### src/rtl/stage_memory_pkg.sv
`default_nettype none
// ============================================================================
//  Module      : mem_stage_pkg
//  Description : Shared definitions for the memory pipeline stage.
//                - state encodings for the access FSM
//                - funct3 access-size/sign constants
//                - helpers for byte enables, store lane replication and
//                  alignment checking
//  Revision    : 1.0 - initial release
// ============================================================================
package mem_stage_pkg;

    // Access FSM state encoding
    localparam logic [0:0] c_ST_IDLE   = 1'b0;
    localparam logic [0:0] c_ST_ACCESS = 1'b1;

    // funct3 access size / sign codes
    localparam logic [2:0] F3_B  = 3'b000;
    localparam logic [2:0] F3_H  = 3'b001;
    localparam logic [2:0] F3_W  = 3'b010;
    localparam logic [2:0] F3_BU = 3'b100;
    localparam logic [2:0] F3_HU = 3'b101;

    // Store byte enables; anything that is not SB/SH is a full word.
    function automatic logic [3:0] store_be(input logic [2:0] funct3,
                                            input logic [1:0] offset);
        case (funct3)
            F3_B:    store_be = 4'b0001 << offset;
            F3_H:    store_be = 4'b0011 << offset;
            default: store_be = 4'b1111;
        endcase
    endfunction

    // Replicate the store operand onto every lane so the byte enables alone
    // pick which lanes the memory writes.
    function automatic logic [31:0] store_lanes(input logic [2:0]  funct3,
                                                input logic [31:0] data);
        case (funct3)
            F3_B:    store_lanes = {4{data[7:0]}};
            F3_H:    store_lanes = {2{data[15:0]}};
            default: store_lanes = data;
        endcase
    endfunction

    // Alignment check. Stores only know SB/SH as sub-word sizes, loads also
    // have the unsigned variants; every other code is a word access.
    function automatic logic is_misaligned(input logic [2:0] funct3,
                                           input logic [1:0] offset,
                                           input logic       is_store);
        logic w_byte;
        logic w_half;
        if (is_store) begin
            w_byte = (funct3 == F3_B);
            w_half = (funct3 == F3_H);
        end else begin
            w_byte = (funct3 == F3_B) || (funct3 == F3_BU);
            w_half = (funct3 == F3_H) || (funct3 == F3_HU);
        end
        if (w_byte)      is_misaligned = 1'b0;
        else if (w_half) is_misaligned = offset[0];
        else             is_misaligned = |offset;
    endfunction

endpackage
`default_nettype wire

### src/rtl/stage_memory_load_extend.sv
`default_nettype none
// ============================================================================
//  Module      : load_extend
//  Description : Combinational load data alignment and extension. Selects the
//                byte or halfword lane addressed by the low address bits and
//                sign- or zero-extends it according to funct3.
//  Ports       : i_rdata  [31:0] raw read word from memory
//                i_offset [1:0]  byte offset of the access within the word
//                i_funct3 [2:0]  access size/sign
//                o_data   [31:0] extended load value
//  Revision    : 1.0 - initial release
// ============================================================================
module load_extend
    import mem_stage_pkg::*;
(
    input  logic [31:0] i_rdata,
    input  logic [1:0]  i_offset,
    input  logic [2:0]  i_funct3,
    output logic [31:0] o_data
);

    logic [7:0]  w_byte;
    logic [15:0] w_half;

    always_comb begin
        case (i_offset)
            2'd0:    w_byte = i_rdata[7:0];
            2'd1:    w_byte = i_rdata[15:8];
            2'd2:    w_byte = i_rdata[23:16];
            default: w_byte = i_rdata[31:24];
        endcase
    end

    assign w_half = i_offset[1] ? i_rdata[31:16] : i_rdata[15:0];

    always_comb begin
        case (i_funct3)
            F3_B:    o_data = {{24{w_byte[7]}}, w_byte};
            F3_BU:   o_data = {24'd0, w_byte};
            F3_H:    o_data = {{16{w_half[15]}}, w_half};
            F3_HU:   o_data = {16'd0, w_half};
            default: o_data = i_rdata;
        endcase
    end

endmodule
`default_nettype wire

### src/rtl/stage_memory.sv
`default_nettype none
// ============================================================================
//  Module      : stage_memory
//  Description : Memory pipeline stage. Takes the EX/MEM slot, performs loads
//                and stores over a req/ready handshake to a variable-latency
//                data memory, and registers the MEM/WB result. The upstream
//                pipeline is frozen while an access is outstanding.
//  Ports       : clk, reset                  clock, synchronous active-high reset
//                in_*                        EX/MEM slot (address, store data,
//                                            funct3, rd, control bits)
//                out_stall                   freeze upstream (combinational)
//                mem_req/we/addr/wdata/be    registered memory request
//                mem_ready, mem_rdata        memory response
//                out_*                       MEM/WB register incl. exception flags
//  Revision    : 1.0 - initial release
// ============================================================================
module stage_memory
    import mem_stage_pkg::*;
#(
    parameter int LATENCY_MAX = 64
) (
    input  logic        clk,
    input  logic        reset,
    input  logic        in_valid,
    input  logic [31:0] in_alu_out,
    input  logic [31:0] in_mem_in_data,
    input  logic [2:0]  in_funct3,
    input  logic [4:0]  in_rd,
    input  logic        in_mem_read,
    input  logic        in_mem_write,
    input  logic        in_mem_to_reg,
    input  logic        in_write_enable,
    output logic        out_stall,
    output logic        mem_req,
    output logic        mem_we,
    output logic [31:0] mem_addr,
    output logic [31:0] mem_wdata,
    output logic [3:0]  mem_be,
    input  logic        mem_ready,
    input  logic [31:0] mem_rdata,
    output logic        out_valid,
    output logic [4:0]  out_rd,
    output logic        out_write_enable,
    output logic        out_mem_to_reg,
    output logic [31:0] out_alu_out,
    output logic [31:0] out_mem_data,
    output logic        out_misaligned,
    output logic        out_timeout
);

    localparam int                 c_CNT_W    = $clog2(LATENCY_MAX);
    // The abort happens in the cycle whose increment would bring the counter
    // to LATENCY_MAX-1, so the request is up for exactly LATENCY_MAX-1 cycles.
    localparam logic [c_CNT_W-1:0] c_CNT_LAST = c_CNT_W'(LATENCY_MAX - 2);

    logic [0:0]         r_state;
    logic [c_CNT_W-1:0] r_cnt;
    logic [4:0]         r_rd;
    logic               r_write_enable;
    logic               r_mem_to_reg;
    logic [31:0]        r_alu_out;
    logic               r_is_load;
    logic [2:0]         r_funct3;
    logic [1:0]         r_offset;

    logic               w_mem_op;
    logic               w_misaligned;
    logic               w_issue;
    logic               w_last;
    logic [31:0]        w_load_data;

    assign w_mem_op     = in_valid & (in_mem_read | in_mem_write);
    assign w_misaligned = w_mem_op & is_misaligned(in_funct3, in_alu_out[1:0], in_mem_write);
    assign w_issue      = w_mem_op & ~w_misaligned;
    assign w_last       = (r_cnt == c_CNT_LAST);

    // Never a function of mem_rdata: ready or abort alone releases upstream.
    always_comb begin
        out_stall = 1'b0;
        if (r_state == c_ST_IDLE) out_stall = w_issue;
        else                      out_stall = ~(mem_ready | w_last);
    end

    // Uses the latched offset/funct3, since mem_addr is word-aligned.
    load_extend u_load_extend (
        .i_rdata  (mem_rdata),
        .i_offset (r_offset),
        .i_funct3 (r_funct3),
        .o_data   (w_load_data)
    );

    always_ff @(posedge clk) begin
        if (reset) begin
            r_state          <= c_ST_IDLE;
            r_cnt            <= '0;
            r_rd             <= '0;
            r_write_enable   <= 1'b0;
            r_mem_to_reg     <= 1'b0;
            r_alu_out        <= '0;
            r_is_load        <= 1'b0;
            r_funct3         <= '0;
            r_offset         <= '0;
            mem_req          <= 1'b0;
            mem_we           <= 1'b0;
            mem_addr         <= '0;
            mem_wdata        <= '0;
            mem_be           <= '0;
            out_valid        <= 1'b0;
            out_rd           <= '0;
            out_write_enable <= 1'b0;
            out_mem_to_reg   <= 1'b0;
            out_alu_out      <= '0;
            out_mem_data     <= '0;
            out_misaligned   <= 1'b0;
            out_timeout      <= 1'b0;
        end else begin
            // MEM/WB defaults to a bubble; each case below overrides it.
            out_valid        <= 1'b0;
            out_rd           <= '0;
            out_write_enable <= 1'b0;
            out_mem_to_reg   <= 1'b0;
            out_alu_out      <= '0;
            out_mem_data     <= '0;
            out_misaligned   <= 1'b0;
            out_timeout      <= 1'b0;

            case (r_state)
                c_ST_IDLE: begin
                    if (w_issue) begin
                        r_state        <= c_ST_ACCESS;
                        r_cnt          <= '0;
                        r_rd           <= in_rd;
                        r_write_enable <= in_write_enable;
                        r_mem_to_reg   <= in_mem_to_reg;
                        r_alu_out      <= in_alu_out;
                        r_is_load      <= in_mem_read & ~in_mem_write;
                        r_funct3       <= in_funct3;
                        r_offset       <= in_alu_out[1:0];
                        mem_req        <= 1'b1;
                        mem_we         <= in_mem_write;
                        mem_addr       <= {in_alu_out[31:2], 2'b00};
                        mem_wdata      <= in_mem_write ? store_lanes(in_funct3, in_mem_in_data) : 32'd0;
                        mem_be         <= in_mem_write ? store_be(in_funct3, in_alu_out[1:0]) : 4'b1111;
                    end else if (w_misaligned) begin
                        out_valid      <= 1'b1;
                        out_misaligned <= 1'b1;
                        out_rd         <= in_rd;
                        out_mem_to_reg <= in_mem_to_reg;
                        out_alu_out    <= in_alu_out;
                    end else if (in_valid) begin
                        out_valid        <= 1'b1;
                        out_rd           <= in_rd;
                        out_write_enable <= in_write_enable;
                        out_mem_to_reg   <= in_mem_to_reg;
                        out_alu_out      <= in_alu_out;
                    end
                end
                c_ST_ACCESS: begin
                    if (mem_ready) begin
                        r_state          <= c_ST_IDLE;
                        mem_req          <= 1'b0;
                        mem_we           <= 1'b0;
                        out_valid        <= 1'b1;
                        out_rd           <= r_rd;
                        out_write_enable <= r_write_enable;
                        out_mem_to_reg   <= r_mem_to_reg;
                        out_alu_out      <= r_alu_out;
                        out_mem_data     <= r_is_load ? w_load_data : 32'd0;
                    end else if (w_last) begin
                        r_state        <= c_ST_IDLE;
                        mem_req        <= 1'b0;
                        mem_we         <= 1'b0;
                        out_valid      <= 1'b1;
                        out_timeout    <= 1'b1;
                        out_rd         <= r_rd;
                        out_mem_to_reg <= r_mem_to_reg;
                        out_alu_out    <= r_alu_out;
                    end else begin
                        r_cnt <= r_cnt + 1'b1;
                    end
                end
                default: r_state <= c_ST_IDLE;
            endcase
        end
    end

endmodule
`default_nettype wire

### config.mk
export PLATFORM = sky130hd
export DESIGN_NAME = stage_memory
export DESIGN_NICKNAME = d
export VERILOG_FILES = /design/src/rtl/stage_memory_pkg.sv /design/src/rtl/stage_memory_load_extend.sv /design/src/rtl/stage_memory.sv
export SDC_FILE = /design/constraint.sdc
export NUM_CORES = 1
export LEC_CHECK = 0
export ABC_AREA = 1
export CORE_MARGIN = 3
export CORE_UTILIZATION = 30
export DETAILED_ROUTE_END_ITERATION = 10
export PLACE_DENSITY = 0.69
export RECOVER_POWER = 100
export SLEW_MARGIN = 20
export SYNTH_ARGS = -nofsm -noshare
export SYNTH_HDL_FRONTEND = slang
export SYNTH_SLANG_ARGS = --single-unit
### constraint.sdc
create_clock -name clk -period 1.8 [get_ports clk]
set_clock_uncertainty 0.2 [all_clocks]
set_input_delay 0.36 -clock clk [delete_from_list [all_inputs] [get_ports clk]]
set_output_delay 0.36 -clock clk [all_outputs]
set_load 0.02 [all_outputs]
==> results of run 1 <==
==> worst register-to-register path, stage by stage (launching register included) <==
cell and delay (ns):
dfxtp_2 0.33, inv_2 0.07, ha_4 0.12, nand3b_1 0.10, buf_4 0.15, buf_4 0.13, o21ai_2 0.32, buf_4 0.22
nand2_1 0.05, a21oi_1 0.11
==> layout make-up <==
cell class | count | area share, %
Inverter | 64 | 2.316
Timing Repair Buffer | 337 | 30.18
Sequential cell | 162 | 31.29
Clock buffer | 19 | 4.366
Tap cell | 280 | 3.377
Multi-Input combinational cell | 577 | 26.72
Clock inverter | 13 | 1.761
==> metal layers <==
layer	up-vias	part of all wire, %
met5	-	0
met4	0	1.7
met3	25	8.2
met2	263	48
met1	3152	42
li1	3443	-
==> layout by cell type (no fill, tap or decap), types with 2 or more instances in the layout <==
cell	Yosys	layout
a21boi_0	4	4
a21oi_1	73	73
a31oi_1	2	2
buf_12	0	9
buf_4	35	68
buf_6	2	2
bufinv_16	0	4
clkbuf_16	0	18
clkbuf_4	0	2
clkbuf_8	0	2
clkdlybuf4s50_1	0	106
clkinv_2	0	4
clkinv_4	0	3
conb_1	1	2
dfxtp_1	162	160
dfxtp_2	0	2
dlygate4sd2_1	0	146
inv_1	60	59
inv_2	2	4
nand2_1	222	219
nand2_2	2	5
nand3_1	99	98
nand3_2	1	2
nor2_1	41	38
nor2_2	2	4
nor2_4	1	2
nor3_1	2	2
o21a_1	4	4
o21ai_0	52	50
o21ai_1	20	21
o21bai_1	7	7
o221ai_1	9	9
o22ai_1	19	19
or2_2	3	3
xnor2_1	2	2
==> power by group <==
| group | internal, W | leakage (nW) | switching (W) |
|---|---|---|---|
| Sequential | 0.00373 | 1.32 | 0.0000674 |
| Clock | 0.00240 | 0.313 | 0.00150 |
| Combinational | 0.000657 | 3.45 | 0.000810 |
| Total | 0.00679 | 5.08 | 0.00238 |
==> cell families after synthesis <==
family          after synthesis  synth area share (%)
other cells                   1               0.05595
compound gates              192                 15.87
fa+ha+maj                     2                0.3733
buf+inv                     149                 10.94
xor+xnor                      3                0.3921
flops                       162                 48.39
simple gates                378                 23.99
==> worst paths after layout <==
check	endpoint	slack (ns)	depth (start not counted)	start
setup / recovery	out_stall	-0.17	7	in_funct3[1]
hold / removal	r_state$_SDFF_PP0_	0.08	3	reset
setup reg to reg	out_alu_out[14]$_SDFF_PP0_	-0.08	9	r_cnt[0]$_SDFFE_PP0P_
hold reg to reg	mem_be[0]$_SDFFE_PP0P_	0.26	2	mem_be[0]$_SDFFE_PP0P_
==> stage by stage <==
step	setup slack, ns	instance area, µm²
after floorplan	0.04105	6709
after global placement	-0.4447	9823
after detailed placement	-0.4629	9823
final	-0.1672	10370
after global routing	-0.2429	10370
after CTS	-0.1814	10330
==> repair_timing <==
action / in CTS / in global routing
resized for setup: 154 / 11
gates cloned: 0 / 1
buffers inserted: 3 / 2
setup endpoints to repair: 160 / 57
endpoints found under the hold margin: 0 / 0
pin swaps: 5 / 3
==> run_results.csv, run 1 <==
group,metric,value,unit
timing,tightest_slew,0.5011,ns
timing,layout_setup_ws,-0.1672,ns
global_route,grt-ovfl-total,0,
detailed_routing,routed_wl,22820,µm
worst_setup_path,worstPathCellList,"clkdlybuf4s50_1, inv_1, nand3_1, nand2_2, nand3_4, nand2_2, buf_6",
global_route,grt_pass1_vias,6587,
timing,slew_violations,0,
global_route,grt_use_met1,22.04,%
worst_setup_path,crit_required,1.24,ns
synth,seq_area_frac_synth,48.39,%
worst_setup_path,cpPeakStageDelay,0.44,ns
cts,numCtsBuffers,17,
final_layout,final_core_util,47.39,%
global_route,grt_usage,18.12,%
worst_setup_path,path_max_fanout,2,
run_status,failed_checks,"setup timing",
global_route,grt_start_max_net_pins,49,
synth,synth_top_cells_by_count,"nand2_1 (222), dfxtp_1 (162), nand3_1 (99)",
synth,synth_edf_count,0,
hold_path,hold_class,"in2reg",
cts,clk_latency,0.42,ns
die,core,21890,µm²
final_layout,nNetsFinal,1273,
cts,clock_path_buffers,2,
run_status,outcome,"finished, violations left",
placed_design,dp_hpwl,16680,µm
die,rows,54,
timing,maxSlewHeadroom,66.59,%
timing,finalHoldViolCount,0,
die,fp.dieArea,24170,µm²
timing,finalCriticalPeriod,1.967,ns
worst_setup_path,crit_type,"in2out",
power,leakagePower,5.083,nW
die,io_pins,257,
global_route,met3_usage,5.786,%
detailed_routing,drc_errors,0,
job,max_cap_violations,0,
final_layout,diodes,0,
timing,grt_setup_unrepaired,"yes",
placed_design,portBuffers,254,
worst_setup_path,cp_data_arrival_time,1.41,ns
die,fp.dieW,155.5,µm
global_route,grt.busiest_layer,"met2",
timing,fin_hold_ws,0.08430,ns
detailed_routing,antenna_left,0,
final_layout,multi_input_area,2771,µm²
power,p_per_area,883.4,nW/µm²
final_layout,drive_gt1_share,12.20,%
detailed_routing,drt_first_iter_violations,449,
worst_setup_path,start_kind,"input port",
placed_design,gp_congestion,0.8595,
timing,setup_viol,21,
worst_setup_path,crit_buf_inv,3,
synth,netlist.top_cell.by_area,"dfxtp_1",
worst_setup_path,cp-end-kind,"output port",
synth,post-synth-top-count-cell,"nand2_1",
worst_setup_path,critPathSlowestCell,"clkdlybuf4s50_1",
timing,finalCritPeriodShare,109.3,%
synth,synthCells,887,
die,initial_utilization,30.62,%
final_layout,nFillCells,2223,
synth,yosysTopAreaCellShare,48.39,%
synth,yosys_register_bits,162,
timing,finalSetupTns,-1.149,ns
synth,synth_area_leaders,"dfxtp_1 (48%), nand2_1 (12%), nand3_1 (7.4%), a21oi_1 (5.5%), buf_4 (3.9%)",
synth,yosys_warnings,0,
cts,ctsHoldBuffers,0,
die,dieHeight,155.5,µm
cts,h-tree-depth,4,
synth,async_flop_share,0,%
cts,cts_tree,"yes",
synth,ys_types,39,
synth,synth_flop_cell,"dfxtp_1",
final_layout,final-instance-count-excl-fill,1452,
power,power.total,0.009164,W
cts,root_buffer,"clkbuf_16",
final_layout,regArea,3246,µm²
global_route,antenna_found_initial,0,
cts,cts.sinks,162,
detailed_routing,firstDrtPassIters,5,
global_route,grtUsageMet2,30.78,%
synth,synth_area,6703,µm²
synth,syn-mean-instance-area,7.557,µm²
global_route,grt_pass1_wl,35100,µm
detailed_routing,avgViaCountPerCell,4.740,
final_layout,area_delta_synth_final,54.77,%
cts,clk_pin_slew_worst_paths,0.06,ns
worst_setup_path,cp_top_family,"buffers and inverters",
detailed_routing,wl_per_cell,15.72,µm
timing,max_freq,508.3,MHz
power,ir_drop,0.5061,mV
placed_design,placed_cells,1414,
worst_setup_path,cp_common_cell,"nand2_2",
detailed_routing,dr_total_vias,6883,
(Power assumes the default switching activity.)
==> run 2, diff against run 1 <==
CAP_MARGIN = 20   (was default)
==> results of run 2 <==
The final DEF is identical to that of run 1; final timing and power are the same.
==> run 3, diff against run 2 <==
SETUP_SLACK_MARGIN = 0.2   (was default)
==> run_results.csv, run 3 (synthesis gave the netlist of run 1 again) <==
group,metric,value,unit
run_status,outcome,"finished, violations left",
run_status,failed_checks,"setup timing",
global_route,grt_pass1_vias,6877,
die,fp.dieW,155.5,µm
timing,layout_setup_ws,-0.1432,ns
timing,grt_setup_unrepaired,"yes",
cts,clk_pin_slew_worst_paths,0.06,ns
cts,cts_tree,"yes",
placed_design,placed_area,9854,µm²
final_layout,final_core_util,48.41,%
worst_setup_path,cpPeakStageDelay,0.34,ns
global_route,grt_start_max_net_pins,46,
timing,finalCritPeriodShare,108.0,%
worst_setup_path,cp_data_arrival_time,1.38,ns
worst_setup_path,r2r_end,"mem_we$_SDFFE_PP0P_",
final_layout,design_area,10600,µm²
hold_path,hold_path_end,"out_write_enable$_SDFF_PP0_",
hold_path,hp-start,"in_mem_read",
die,dieHeight,155.5,µm
detailed_routing,drt_first_iter_violations,431,
die,io_pins,257,
worst_setup_path,startpoint,"r_cnt[0]$_SDFFE_PP0P_",
detailed_routing,routed_wl,24810,µm
die,fp.dieArea,24170,µm²
power,leakagePower,4.504,nW
final_layout,area_delta_synth_final,58.09,%
cts,numCtsBuffers,17,
timing,slew_violations,0,
timing,max_freq,514.6,MHz
worst_setup_path,crit_buf_inv,2,
detailed_routing,firstDrtPassIters,5,
placed_design,dp_hpwl,16760,µm
cts,clk_latency,0.41,ns
die,core,21890,µm²
worst_setup_path,path_max_fanout,2,
final_layout,drive_gt1_share,19.97,%
global_route,grt-ovfl-total,0,
worst_setup_path,critPathSlowestCell,"dfxtp_2",
detailed_routing,drc_errors,0,
worst_setup_path,r2r_setup_slack,0.01,ns
final_layout,diodes,0,
power,p_per_area,873.8,nW/µm²
timing,finalHoldViolCount,0,
worst_setup_path,cp-end-kind,"output port",
cts,clock_path_buffers,2,
placed_design,placed_cells,1417,
detailed_routing,dr_total_vias,7271,
worst_setup_path,crit_type,"reg2out",
worst_setup_path,rr_startpoint,"r_cnt[3]$_SDFFE_PP0P_",
global_route,antenna_found_initial,1,
worst_setup_path,worstPathCellList,"inv_2, ha_4, nand3b_1, nand3_4, nand2_4, buf_6",
cts,root_buffer,"clkbuf_16",
final_layout,final-instance-count-excl-fill,1487,
power,power.total,0.009260,W
detailed_routing,antenna_left,0,
timing,fin_hold_ws,0.06934,ns
cts,h-tree-depth,4,
global_route,grt_pass1_wl,36590,µm
die,rows,54,
worst_setup_path,cp_top_family,"flip-flops",
worst_setup_path,crit_required,1.24,ns
timing,finalCriticalPeriod,1.943,ns
worst_setup_path,start_kind,"flop",
die,initial_utilization,30.62,%
detailed_routing,avgViaCountPerCell,4.890,
final_layout,final_cell_mix,"nand2_1 (210), dfxtp_1 (153), clkbuf_1 (102), clkdlybuf4s50_1 (101), nand3_1 (84)",
detailed_routing,wl_per_cell,16.68,µm
placed_design,gp_congestion,0.8307,
global_route,grt_usage,18.95,%
worst_setup_path,r2r_cells,9,
final_layout,nNetsFinal,1311,
timing,setup_viol,39,
job,max_cap_violations,0,
hold_path,hold_class,"in2reg",
power,ir_drop,0.6042,mV
final_layout,final_common_cell,"nand2_1",
cts,ctsHoldBuffers,0,
cts,cts.sinks,162,
hold_path,holdPathStages,4,
placed_design,portBuffers,254,
-- run 3: changes by cell type in the layout (fill, tap and decap cells not counted), moves of 12 or more --
cell | before | now
nand3_1 | 98 | 84
clkbuf_1 | 0 | 102
o21ai_2 | 1 | 13
nand3_2 | 2 | 14
dlygate4sd2_1 | 146 | 1
buf_6 | 2 | 16
clkdlybuf4s25_1 | 0 | 45
-- run 3: worst max path at each step --
stage,end,slack (ns),cells after the start
finish,out_stall,-0.14,6
global route,out_stall,-0.21,6
CTS,out_stall,-0.17,6
detailed placement,r_funct3[1]$_SDFFE_PP0P_,-0.64,8
global placement,r_funct3[1]$_SDFFE_PP0P_,-0.67,8
floorplan,mem_wdata[15]$_SDFFE_PP0P_,0.22,8
-- run 3: per-stage QoR --
step / TNS, ns / worst slack [ns]
floorplan: 0 / 0.2189
global placement: -58.33 / -0.6733
detailed placement: -60.71 / -0.6387
CTS: -0.1718 / -0.1718
global route: -10.96 / -0.2104
finish: -1.895 / -0.1432
-- run 3: routing by layer --
layer	routed length (µm)	track usage, %	up-vias
li1	-	-	3515
met1	10210	23.17	3382
met2	11990	31.81	330
met3	2077	6.120	42
met4	520	5.752	2
met5	7	0	-
-- run 3: worst reg2reg max path, stage by stage (launching register included) --
cell and delay (ns):
dfxtp_2 0.36, nand2_1 0.07, nand3b_1 0.23, buf_4 0.19
o21ai_2 0.21, buf_4 0.15, buf_4 0.10, nor2_1 0.04
nand3_1 0.08, nand2_1 0.05
-- run 3: cell type report --
class | instances | area (µm²)
tap | 280 | 350.3
multi-input combinational | 577 | 2999
clock inverter | 10 | 161.4
inverter | 64 | 247.7
timing repair buffer | 375 | 3136
clock buffer | 19 | 442.9
fill | 2240 | 11290
sequential | 162 | 3259
-- run 3: timing repair --
action | in CTS | in global routing
endpoints found under the setup margin | 271 | 175
gates cloned | 8 | 5
resized for setup | 525 | 159
pin swaps | 14 | 32
setup buffers | 11 | 17
-- run 3: where the power goes --
group	total, W	internal (W)	switching [W]	leakage (nW)
Clock	0.00377	0.00233	0.00143	0.287
Sequential	0.00381	0.00373	0.0000759	1.32
Combinational	0.00169	0.000767	0.000919	2.89
